### src/rtl/module_bin2bcd_seq.sv
// Sequential double-dabble converter: two's-complement (or unsigned) product to packed BCD + sign.
// Optional feature macro: BIN2BCD_SIGNED_EN (defined = signed input, undefined = unsigned).
module module_bin2bcd_seq #(
  parameter int N_BITS   = 16,
  parameter int N_DIGITS = 5
) (
  input  logic                  clk,
  input  logic                  rst,
  input  logic                  start,
  input  logic [N_BITS-1:0]     product,
  output logic [4*N_DIGITS-1:0] bcd,
  output logic                  sign,
  output logic                  busy,
  output logic                  valid
);
  localparam int BW = 4 * N_DIGITS;
  localparam int CW = (N_BITS > 1) ? $clog2(N_BITS) : 1;

  typedef enum logic [3:0] {
    IDLE  = 4'b0001,
    LOAD  = 4'b0010,
    SHIFT = 4'b0100,
    DONE  = 4'b1000
  } state_e;

  state_e            state_q, state_d;
  logic [N_BITS-1:0] raw_q, raw_d;
  logic [N_BITS-1:0] mag_q, mag_d;
  logic [BW-1:0]     scratch_q, scratch_d;
  logic [CW-1:0]     cnt_q, cnt_d;
  logic [BW-1:0]     bcd_q, bcd_d;
  logic              sign_r_q, sign_r_d;
  logic              sign_q, sign_d;

  logic              neg;
  logic [N_BITS-1:0] mag_load;
  logic [BW-1:0]     scratch_adj;
  logic [BW-1:0]     scratch_shl;
  logic              last_shift;

`ifdef BIN2BCD_SIGNED_EN
  // Negating the most negative value wraps to 2^(N_BITS-1), which is the right unsigned magnitude.
  assign neg      = raw_q[N_BITS-1];
  assign mag_load = neg ? (~raw_q + {{(N_BITS-1){1'b0}}, 1'b1}) : raw_q;
`else
  assign neg      = 1'b0;
  assign mag_load = raw_q;
`endif

  always_comb begin
    scratch_adj = scratch_q;
    for (int i = 0; i < N_DIGITS; i++) begin
      if (scratch_q[i*4 +: 4] >= 4'd5)
        scratch_adj[i*4 +: 4] = scratch_q[i*4 +: 4] + 4'd3;
    end
  end

  assign scratch_shl = {scratch_adj[BW-2:0], mag_q[N_BITS-1]};
  assign last_shift  = (state_q == SHIFT) && (cnt_q == '0);

  // State register
  always_ff @(posedge clk or posedge rst) begin
    if (rst) state_q <= IDLE;
    else     state_q <= state_d;
  end

  // Next-state logic
  always_comb begin
    state_d = state_q;
    unique case (state_q)
      IDLE:    if (start) state_d = LOAD;
      LOAD:    state_d = SHIFT;
      SHIFT:   if (cnt_q == '0) state_d = DONE;
      DONE:    state_d = IDLE;
      default: state_d = IDLE;
    endcase
  end

  // Outputs decode straight from flops, no input-to-output paths
  always_comb begin
    busy  = (state_q != IDLE);
    valid = (state_q == DONE);
    bcd   = bcd_q;
    sign  = sign_q;
  end

  always_comb begin
    raw_d     = raw_q;
    mag_d     = mag_q;
    scratch_d = scratch_q;
    cnt_d     = cnt_q;
    sign_r_d  = sign_r_q;
    bcd_d     = bcd_q;
    sign_d    = sign_q;
    case (state_q)
      IDLE: if (start) raw_d = product;
      LOAD: begin
        sign_r_d  = neg;
        mag_d     = mag_load;
        scratch_d = '0;
        cnt_d     = CW'(N_BITS - 1);
      end
      SHIFT: begin
        scratch_d = scratch_shl;
        mag_d     = {mag_q[N_BITS-2:0], 1'b0};
        cnt_d     = cnt_q - 1'b1;
      end
      default: ;
    endcase
    // Result is captured on the edge entering DONE so it is visible alongside valid
    if (last_shift) begin
      bcd_d  = scratch_shl;
      sign_d = sign_r_q;
    end
  end

  always_ff @(posedge clk or posedge rst) begin
    if (rst) begin
      raw_q     <= '0;
      mag_q     <= '0;
      scratch_q <= '0;
      cnt_q     <= '0;
      sign_r_q  <= 1'b0;
      bcd_q     <= '0;
      sign_q    <= 1'b0;
    end else begin
      raw_q     <= raw_d;
      mag_q     <= mag_d;
      scratch_q <= scratch_d;
      cnt_q     <= cnt_d;
      sign_r_q  <= sign_r_d;
      bcd_q     <= bcd_d;
      sign_q    <= sign_d;
    end
  end

endmodule

### config.mk
export PLATFORM = sky130hd
export DESIGN_NAME = module_bin2bcd_seq
export DESIGN_NICKNAME = d
export VERILOG_FILES = /design/src/rtl/module_bin2bcd_seq.sv
export SDC_FILE = /design/constraint.sdc
export NUM_CORES = 1
export LEC_CHECK = 0
export CAP_MARGIN = 20
export CORE_ASPECT_RATIO = 1.1
export CORE_MARGIN = 5
export CORE_UTILIZATION = 55
export DETAILED_ROUTE_END_ITERATION = 8
export PLACE_DENSITY = 0.76
export SYNTH_ARGS = -nofsm -noshare
export SYNTH_HDL_FRONTEND = slang
export SYNTH_SLANG_ARGS = --single-unit
### constraint.sdc
create_clock -name clk -period 4.9 [get_ports clk]
set_clock_uncertainty 0.1 [all_clocks]
set_input_delay 0.735 -clock clk [delete_from_list [all_inputs] [get_ports clk]]
set_output_delay 0.735 -clock clk [all_outputs]
set_load 0.02 [all_outputs]
==> results.md <==
* Row Count at 30
* Routed via count at 2,425
* CTS root buf: clkbuf_8
* Post-synth EDFFs at 0
* Total wire length at 6460 um
* DIE HEIGHT at 93.9 um
* Most common cell after layout, fill and taps aside: dfrtp_1
* Grt ovf at 0
* Reg2reg setup slack at 2.25 ns
* Distinct cell type count after synthesis at 35
* Worst reg2reg path endpoint: bcd[2]
* Worst-Margin Slew at 0.856 ns
* Max stage delay cell, worst path: dfstp_2
* Met2 WL at 3370 um
* Slew headroom at 0.428
* Top sig layer: met4
* Total die area at 8100 um2
* Global placement routability congestion at 0.786
* Area contributors post-synth: dfrtp_1, mux2_2, nand2_1, ha_1, a22oi_1
* Worst reg2reg path startpoint: state_q[1]
* Post-synthesis cell count at 309
* Residual DRC count at 0
* Critical path class: reg -> out
* Tightest Hold Check Type: reg -> reg
* Iter 0 DRT Violations at 96
* Final instance area at 4200 um2
* Vias in the first global route at 2,447
* Area Growth Syn to Fin at 19.4%
* Critical path capture point type: output port
* Most frequent cells in the layout: dfrtp_1, nand2_1, clkdlybuf4s50_1
* Minimum clock period at 2.68 ns
* Critical path data arrival time at 1.85 ns
* Post-CTS Setup Repair Bufs at 0
* Area leader, netlist: dfrtp_1
* DP Area at 3980 um2
* Max stage delay on crit path at 0.59 ns
* RSZ-0062 raised after global routing: false
* Total core area at 6190 um2
* CTS sink cnt at 80
* Initial core utilization at 0.568
* Ys async rst share at 1.00
* Sequential area share after synthesis at 0.569
* Global Route Usage Sum at 0.174
* Hold path cells at 2
* Cell count of the worst reg-to-reg path at 5
* First-pass DRT Iterations at 5
* M1 WL at 2750 um
* Final hold vios at 0
* CTS Buf Count at 9
* Routed len/inst at 14.9 um
* Post-CTS sizing at 0
* Die width at 86.3 um
* Port-buffer cells at 40
* Leak at 1.88 nW
* Slew Limit Fails at 0
* Power Total at 1.77 mW
* Total of max-cap violations at 0
* Post-route antenna net violation count at 0
* Final net count at 379
* Status: finished, final reports clean
* Hold Crit Endpoint: bcd[5]
* Largest net degree at the start of global routing at 54
* Clk slew on worst S/H paths at 0.07 ns
* Critical Path RT at 4.07 ns
* Setup Total Neg Slack at 0 ns
* Mapped Nets at 339
* Crit start category: flip-flop
* Post-Syn Area at 3520 um2
* Setup violations, final at 0
* Crit-path cells: nor4b_2, inv_1, clkdlybuf4s50_1
* Antenna fix cells at 0
* DR WL met3 at 234 um
* Fill cells at 487
* Worst-case clock buffer depth at 2
* Max IR drop VDD at 0.000319 V
* CTS tree: yes
* Top FF cell, synth: dfrtp_1
* Avg Cell Area, Syn at 11.4 um2
* Power Density at 421 nW/um2
* H-tree Lvls at 3
* Final core utilization at 0.678
* #FFs+latches synth at 80
* Share of the synthesized area in the top cell type at 0.562
* Period utilization at 0.547
* # hold bufs at CTS at 0
* Ports at 42
* First-pass GRT wire length at 11,100 um
* Vias per std cell at 5.59
* Detailed placer's ending HPWL at 4340 um
* Maximum clock rate at 0.373 GHz
* Clock latency on the worst-skew pair at 0.34 ns
* Share of cells above drive strength 1 at 0.133
* Ys Warns at 0
* Crit path max fanout at 5
* Worst hold slack at 0.376 ns
* Initial antenna violation count at 0
* Critical hold path startpoint: bcd[5]
[worst max path at each step]
| stage | from | to | slack (ns) |
|---|---|---|---|
| 5_1_grt | state_q[1] | bcd[10] | 2.02 |
| 4_1_cts | state_q[0] | busy | 2.18 |
| 6_report | state_q[0] | busy | 2.22 |
| 2_1_floorplan | rst | bcd[0] | 2.01 |
| 3_3_place_gp | state_q[1] | bcd[14] | 2.32 |
| 3_5_place_dp | state_q[1] | bcd[10] | 2.23 |
[layout make-up]
class                      instances  area (um2)  area share
sequential                        80        2000       0.477
multi-input combinational        197        1390       0.331
timing repair buffer              45         450       0.107
clock buffer                      13         159      0.0378
tap                               80         100      0.0238
inverter                          16        60.1      0.0143
clock inverter                     3        40.0     0.00953
[critical path: cells and delay by family (launching register included)]
kind                   cells  cell delay (ns)
buffers and inverters      2             0.61
flip-flops                 1             0.59
AND/OR/NAND/NOR            1             0.31
[stage by stage]
step / setup slack, ns / std cells
after floorplan: 2.01 / 309
after global routing: 2.02 / 434
after CTS: 2.18 / 433
final: 2.22 / 434
after global placement: 2.32 / 417
after detailed placement: 2.23 / 417
[cell families after synthesis]
group           after synthesis  share of synthesized area
compound gates               80                      0.148
xor+xnor                      5                     0.0124
fa+ha+maj                    11                     0.0391
buf+inv                      32                     0.0377
flops                        80                      0.569
mux                          27                     0.0850
other cells                   1                    0.00107
simple gates                 73                      0.107
[flip-flops by register name (all words and copies together), names as in the netlist]
| name | flops |
|---|---|
| bcd | 20 |
| mag_q | 16 |
| cnt_q | 4 |
| scratch_q | 20 |
| state_q | 4 |
| mag_load | 16 |
[metal layers]
layer  vias up  global-route usage
met5         -                   0
met4         0              0.0688
met3         7              0.0421
met2        43               0.301
met1      1200               0.207
li1       1175                   -
[where the power goes]
group / switching [mW] / leakage (nW) / internal, mW
sequential: 0.0962 / 1.04 / 0.815
combinational: 0.196 / 0.738 / 0.182
clock: 0.218 / 0.103 / 0.262
total: 0.510 / 1.88 / 1.26
[Yosys cell counts (all sizes together) (2+ instances only)]
master / count
nand2: 48
inv: 15
a21oi: 15
nor3b: 10
o22ai: 8
o31ai: 5
dfrtp: 79
a211oi: 2
nor4b: 4
a32o: 5
a31oi: 2
clkbuf: 8
buf: 8
nand2b: 5
ha: 11
mux2i: 4
o21ai: 20
a22oi: 16
xnor2: 5
nor2: 3
a22o: 6
mux2: 23
(Power assumes the default switching activity.)
